--- config.mk ---
export PLATFORM = sky130hd
export DESIGN_NAME = rtc_display_scheduler
export DESIGN_NICKNAME = d
export VERILOG_FILES = /design/src/rtl/rtc_display_scheduler.sv
export SDC_FILE = /design/constraint.sdc
export NUM_CORES = 1
export LEC_CHECK = 0
export CORE_ASPECT_RATIO = 1.5
export CORE_MARGIN = 10
export CORE_UTILIZATION = 36
export CTS_BUF_LIST = sky130_fd_sc_hd__clkbuf_8
export DETAILED_ROUTE_END_ITERATION = 8
export GPL_ROUTABILITY_DRIVEN = 0
export PLACE_DENSITY = 0.6
export SETUP_SLACK_MARGIN = 0.2
export SLEW_MARGIN = 15
export SYNTH_ARGS = -nofsm -noshare
export SYNTH_HDL_FRONTEND = slang
export SYNTH_SLANG_ARGS = --single-unit
--- constraint.sdc ---
create_clock -name clock -period 3.5 [get_ports clock]
set_input_delay 0.875 -clock clock [delete_from_list [all_inputs] [get_ports clock]]
set_output_delay 0.875 -clock clock [all_outputs]
set_load 0.02 [all_outputs]
--- src/rtl/rtc_display_scheduler.sv ---
// rtl/rtc_display_scheduler.sv - periodic RTC register sweep with atomic display commit and write arbitration
//
// Sweeps ten RTC registers over the shared bus-cycle engine, collects them in a
// shadow file and copies them to the display digits in a single cycle, so the
// screen never shows a partially updated time. Configuration writes share the
// bus and take priority at every arbitration point; a write that lands during a
// sweep restarts that sweep.
//
// Ports:
//   clock, reset (async, active-low)
//   refresh_en, formato_hora             - sweep enable, 12 h (1) / 24 h (0) decode
//   wr_req, wr_addr, wr_data, wr_done    - configuration write handshake
//   bus_req, bus_we, bus_addr, bus_wdata - request to the bus-cycle engine
//   bus_ack, bus_rdata                   - completion and read data from the engine
//   digit0_*/digit1_*                    - committed BCD units/tens digits
//   AM_PM, timer_end, frame_valid        - committed flags and commit pulse
//   busy, bus_err                        - not-idle level, timeout pulse
module rtc_display_scheduler #(
    parameter int REFRESH_CYCLES = 10_000_000,
    parameter int TIMEOUT_CYCLES = 255
) (
    input  logic       clock,
    input  logic       reset,
    input  logic       refresh_en,
    input  logic       formato_hora,
    input  logic       wr_req,
    input  logic [7:0] wr_addr,
    input  logic [7:0] wr_data,
    output logic       wr_done,
    output logic       bus_req,
    output logic       bus_we,
    output logic [7:0] bus_addr,
    output logic [7:0] bus_wdata,
    input  logic       bus_ack,
    input  logic [7:0] bus_rdata,
    output logic [3:0] digit0_SS,
    output logic [3:0] digit1_SS,
    output logic [3:0] digit0_MM,
    output logic [3:0] digit1_MM,
    output logic [3:0] digit0_HH,
    output logic [3:0] digit1_HH,
    output logic [3:0] digit0_DAY,
    output logic [3:0] digit1_DAY,
    output logic [3:0] digit0_MON,
    output logic [3:0] digit1_MON,
    output logic [3:0] digit0_YEAR,
    output logic [3:0] digit1_YEAR,
    output logic [3:0] digit0_SS_T,
    output logic [3:0] digit1_SS_T,
    output logic [3:0] digit0_MM_T,
    output logic [3:0] digit1_MM_T,
    output logic [3:0] digit0_HH_T,
    output logic [3:0] digit1_HH_T,
    output logic       AM_PM,
    output logic       timer_end,
    output logic       frame_valid,
    output logic       busy,
    output logic       bus_err
);

    localparam logic [2:0] S_IDLE   = 3'd0;
    localparam logic [2:0] S_ARB    = 3'd1;
    localparam logic [2:0] S_RD_REQ = 3'd2;
    localparam logic [2:0] S_WR_REQ = 3'd3;
    localparam logic [2:0] S_COMMIT = 3'd4;

    localparam int CW = (REFRESH_CYCLES > 1) ? $clog2(REFRESH_CYCLES) : 1;
    localparam int TW = (TIMEOUT_CYCLES > 1) ? $clog2(TIMEOUT_CYCLES) : 1;
    localparam logic [CW-1:0] REF_LAST = CW'(REFRESH_CYCLES - 1);
    localparam logic [TW-1:0] TO_LAST  = TW'(TIMEOUT_CYCLES - 1);

    logic [2:0]    state;
    logic [3:0]    idx;
    logic [CW-1:0] ref_cnt;
    logic [TW-1:0] to_cnt;
    logic          sweep_pend;
    logic          sweep_act;
    logic [7:0]    shadow [10];

    // Top bits of the BCD registers and the unused status bits never reach a display.
    logic unused_shadow_bits;
    assign unused_shadow_bits = ^{shadow[0][7], shadow[1][7], shadow[2][7:6], shadow[3][7],
                                  shadow[4][7], shadow[5][7], shadow[6][7], shadow[7][7],
                                  shadow[8][7:6], shadow[9][7:1]};

    function automatic logic [7:0] sweep_addr(input logic [3:0] i);
        case (i)
            4'd0:    sweep_addr = 8'h21;
            4'd1:    sweep_addr = 8'h22;
            4'd2:    sweep_addr = 8'h23;
            4'd3:    sweep_addr = 8'h24;
            4'd4:    sweep_addr = 8'h25;
            4'd5:    sweep_addr = 8'h26;
            4'd6:    sweep_addr = 8'h41;
            4'd7:    sweep_addr = 8'h42;
            4'd8:    sweep_addr = 8'h43;
            default: sweep_addr = 8'h0F;
        endcase
    endfunction

    // wr_req is still high in the wr_done cycle; ignore it there so one
    // request cannot launch a second write.
    logic wr_take;
    assign wr_take = wr_req && !wr_done;

    assign busy = (state != S_IDLE);

    always_ff @(posedge clock or negedge reset) begin
        if (!reset) begin
            state       <= S_IDLE;
            idx         <= '0;
            ref_cnt     <= '0;
            to_cnt      <= '0;
            sweep_pend  <= 1'b1;
            sweep_act   <= 1'b0;
            for (int i = 0; i < 10; i++) shadow[i] <= '0;
            wr_done     <= 1'b0;
            bus_req     <= 1'b0;
            bus_we      <= 1'b0;
            bus_addr    <= '0;
            bus_wdata   <= '0;
            frame_valid <= 1'b0;
            bus_err     <= 1'b0;
            digit0_SS   <= '0;  digit1_SS   <= '0;
            digit0_MM   <= '0;  digit1_MM   <= '0;
            digit0_HH   <= '0;  digit1_HH   <= '0;
            digit0_DAY  <= '0;  digit1_DAY  <= '0;
            digit0_MON  <= '0;  digit1_MON  <= '0;
            digit0_YEAR <= '0;  digit1_YEAR <= '0;
            digit0_SS_T <= '0;  digit1_SS_T <= '0;
            digit0_MM_T <= '0;  digit1_MM_T <= '0;
            digit0_HH_T <= '0;  digit1_HH_T <= '0;
            AM_PM       <= 1'b0;
            timer_end   <= 1'b0;
        end else begin
            wr_done     <= 1'b0;
            frame_valid <= 1'b0;
            bus_err     <= 1'b0;

            // Free-running period counter; a wrap during a running sweep is dropped.
            if (ref_cnt == REF_LAST) begin
                ref_cnt <= '0;
                if (!sweep_act) sweep_pend <= 1'b1;
            end else begin
                ref_cnt <= ref_cnt + 1'b1;
            end

            case (state)
                S_IDLE: begin
                    if (wr_take) begin
                        state     <= S_WR_REQ;
                        bus_req   <= 1'b1;
                        bus_we    <= 1'b1;
                        bus_addr  <= wr_addr;
                        bus_wdata <= wr_data;
                        to_cnt    <= '0;
                    end else if (sweep_pend && refresh_en) begin
                        state      <= S_ARB;
                        idx        <= '0;
                        sweep_pend <= 1'b0;
                        sweep_act  <= 1'b1;
                    end
                end
                S_ARB: begin
                    to_cnt  <= '0;
                    bus_req <= 1'b1;
                    if (wr_take) begin
                        state     <= S_WR_REQ;
                        bus_we    <= 1'b1;
                        bus_addr  <= wr_addr;
                        bus_wdata <= wr_data;
                    end else begin
                        state    <= S_RD_REQ;
                        bus_we   <= 1'b0;
                        bus_addr <= sweep_addr(idx);
                    end
                end
                S_RD_REQ, S_WR_REQ: begin
                    if (bus_ack) begin
                        bus_req <= 1'b0;
                        bus_we  <= 1'b0;
                        if (state == S_RD_REQ) begin
                            shadow[idx] <= bus_rdata;
                            if (idx == 4'd9) begin
                                state <= S_COMMIT;
                            end else begin
                                idx   <= idx + 1'b1;
                                state <= S_ARB;
                            end
                        end else begin
                            wr_done <= 1'b1;
                            // Registers already read may be stale now, so re-read all.
                            if (sweep_act) begin
                                idx   <= '0;
                                state <= S_ARB;
                            end else begin
                                state <= S_IDLE;
                            end
                        end
                    end else if (to_cnt == TO_LAST) begin
                        bus_req   <= 1'b0;
                        bus_we    <= 1'b0;
                        bus_err   <= 1'b1;
                        wr_done   <= (state == S_WR_REQ);
                        sweep_act <= 1'b0;
                        state     <= S_IDLE;
                    end else begin
                        to_cnt <= to_cnt + 1'b1;
                    end
                end
                S_COMMIT: begin
                    digit0_SS   <= shadow[0][3:0];  digit1_SS   <= {1'b0, shadow[0][6:4]};
                    digit0_MM   <= shadow[1][3:0];  digit1_MM   <= {1'b0, shadow[1][6:4]};
                    digit0_HH   <= shadow[2][3:0];
                    digit1_HH   <= formato_hora ? {3'b0, shadow[2][4]} : {2'b0, shadow[2][5:4]};
                    digit0_DAY  <= shadow[3][3:0];  digit1_DAY  <= {1'b0, shadow[3][6:4]};
                    digit0_MON  <= shadow[4][3:0];  digit1_MON  <= {1'b0, shadow[4][6:4]};
                    digit0_YEAR <= shadow[5][3:0];  digit1_YEAR <= {1'b0, shadow[5][6:4]};
                    digit0_SS_T <= shadow[6][3:0];  digit1_SS_T <= {1'b0, shadow[6][6:4]};
                    digit0_MM_T <= shadow[7][3:0];  digit1_MM_T <= {1'b0, shadow[7][6:4]};
                    digit0_HH_T <= shadow[8][3:0];
                    digit1_HH_T <= formato_hora ? {3'b0, shadow[8][4]} : {2'b0, shadow[8][5:4]};
                    AM_PM       <= formato_hora & shadow[2][5];
                    timer_end   <= shadow[9][0];
                    frame_valid <= 1'b1;
                    sweep_act   <= 1'b0;
                    state       <= S_IDLE;
                end
                default: state <= S_IDLE;
            endcase
        end
    end

endmodule

==> metrics.txt <==
maximum root-to-sink buffer count=2; number of synthesized flops with an enable pin=0; Ports=126; most frequent cells in the layout=186 x dfrtp_1, 131 x mux2_2, 112 x clkdlybuf4s50_1, 26 x nand3_1, 22 x nor2_1; later-pin clock latency in the skew report=470 ps; Logic pwr share=26.5%; Post-DRT Antenna Nets=0; ys async rst share=100.0%; CTS Sinks=187; core box area=21550 µm²; post-DP HPWL=13040 µm; P_int=4158 µW; critical path's largest stage delay=660 ps; Synth Area in Adders=1.116%; effective utilization at floorplan=36.42%; final count of hold timing violations=0; Post-Syn Area=7850 µm²; Synth-to-Final Area Change=23.59%; dominant synthesized flop cell=dfrtp_1; PD cells=629.1 nW/µm²; Port Buffer Count=113; via count=4996; first-pass GRT wire length=30230 µm; Slew @ Worst Pin=972.1 ps; mean routed wirelength per cell=18.84 µm; Reg-to-Reg Start=state[1]; post-synthesis mux area share=19.56%; sw frac=31.88%; Die Y=200.9 µm; Critical Path RT=2620 ps; CP startpoint=state[0]; setup bufs post-CTS=0; clock-pin slew on the worst setup and hold paths=100 ps; clock power share=25.2%; Yosys reg bits=187; R2R Setup Slk=1270 ps; Max Freq=344.5 MHz; worst-path cell chain=nor3_1 > inv_1 > clkdlybuf4s50_1; Simple-Gate Fraction of Synth Area=10.22%; Critical Path Fanout Max=14; Worst setup SP type=flop; Reg power frac=48.2%; DR vias/cell=5.072; Leakage=0.004464 µW; Crit Path Class=reg -> out; post-cts repair resize count=0; Max Cap Violations=0; vias in the first global route=5433; CTS tree=done; leading area contributor after synthesis=dfrtp_1; Synth Area in XOR/XNOR=2.455%; worst rel slew slack=34.76%; Tcrit/Tclk final=82.93%; First-pass DRT Iterations=6; clock root cell=clkbuf_8; final WL=18560 µm; layout cells sized above 1=26.65%; Seq/Total Area, Yosys=59.63%; CTS Buf Count=17; Synth area leaders=dfrtp_1 59%, mux2_2 19%, nand3_1 1.7%; Die ar.=28230 µm²; Yosys Warn Count=0; Core Util, Final=45.01%; fin. max-slew vios=0; RSZ-0062 raised after global routing=false; Mapped Cells=580; Post-CTS Hold Buffers=0; Hold Path Class=in -> async; Inserted Diodes=0; largest family of logic cells by synthesized area=multiplexers; post-synth cell types=63; initial antenna violation count=0; CP endpoint kind=primary output; top cell type's share of synthesized area=59.29%; drt initial violations=256; DIE WIDTH=140.6 µm; peak supply drop=279.1 µV; fin crit period=2902 ps; CP max stage cell=dfrtp_1; commonest non-fill, non-tap cell in the layout=dfrtp_1; Switching Power=1946 µW; crit path DAT=2030 ps; number of setup violations in the final report=0; status=complete, no violations; grt ovf=0; Total Routing Usage GR=13.39%; Layout Skew=9.594 ps; H-tree levels=4; Syn Area/Cell=13.53 µm²; setup tns final=0 ps; Final #Nets=737; drt drc=0; largest net degree at the start of global routing=79; row cnt=66; post-synthesis compound-gate area fraction=4.495%
critical path: cells and delay by family (launching register included):
kind                   cells  cell delay, ps
DFF                        1             660
buffers and inverters      2             780
and+or+nand+nor            1             110
synth_stat cells (3+ instances only):
cell type,n
dfrtp_1,186
mux2_2,131
nand3_1,26
nor2_1,22
nand2_1,19
o21ai_0,15
buf_4,11
xnor2_1,11
xor2_1,11
a21oi_1,10
inv_1,10
and3_1,9
clkbuf_1,8
ha_1,7
buf_2,6
mux2i_1,6
nand3b_1,6
a22o_1,4
a31oi_1,4
nand2_2,4
nand4_1,4
nor2b_1,4
nor3b_1,4
nor4_1,4
o31ai_1,4
a21o_1,3
and4_1,3
nand2b_1,3
nor3_1,3
or3_1,3
or3b_2,3
cell families (layout without fill, tap and decap cells):
family                     after synthesis  count (layout)
DFF                                    187             187
muxes                                  137             137
and+or+nand+nor                        135             135
AOI/OAI and AO/OA                       54              54
buffers and inverters                   37             160
xor gates and xnor gates                22              22
adders and majority gates                7               7
other                                    1              11
layer usage:
layer	up-vias	share of wire, %	track usage (%)
met5	-	0	0
li1	2297	-	-
met4	0	1.5	5.030
met3	21	3.7	3.243
met2	95	54	23.54
met1	2583	40	15.19
registers in the layout, summed over array words and instances, names as in the netlist, 8 cells and up:
| name | count |
|---|---|
| bus_wdata | 8 |
| bus_addr | 8 |
| shadow | 62 |
| to_cnt | 8 |
| ref_cnt | 24 |
power by group through the flow:
stage / registers (µW) / logic (µW) / clock network (µW)
5_1_grt: 3020 / 1770 / 1680
3_5_place_dp: 2990 / 1650 / 0
6_report: 2940 / 1620 / 1540
2_1_floorplan: 3060 / 857 / 0
4_1_cts: 2950 / 1650 / 1600
3_3_place_gp: 2960 / 1610 / 0
stage by stage:
step	area, µm²	hold WS [ps]	std cells	total power (µW)	setup slack [ps]
after CTS	9702	434.1	985	6204	546.7
after global placement	9278	452.9	953	4570	733.3
after global routing	9702	448.7	985	6470	439.7
after detailed placement	9278	464.5	953	4641	729.0
after floorplan	7888	430.6	590	3921	1473
final	9702	432.3	985	6103	597.6
path summary, 6_finish.rpt:
kind	depth (start not counted)	end
max reg2reg	4	shadow[51]
min reg2reg	1	ref_cnt[23]
max in group asynchronous	2	ref_cnt[6]
max	3	busy
min in group clock	1	ref_cnt[23]
min	1	digit1_YEAR[0]
area by class of cell:
cell class              instances  area (µm²)
clock buffers                  17       234.0
clock inverters                15       190.2
fillers                      1988       11850
inverters                      10       37.54
multi-input cells             366        3024
flip-flops and latches        187        4681
well taps                     272       340.3
repair buffers                118        1195
Note: power is estimated with default switching activity, not from simulation.
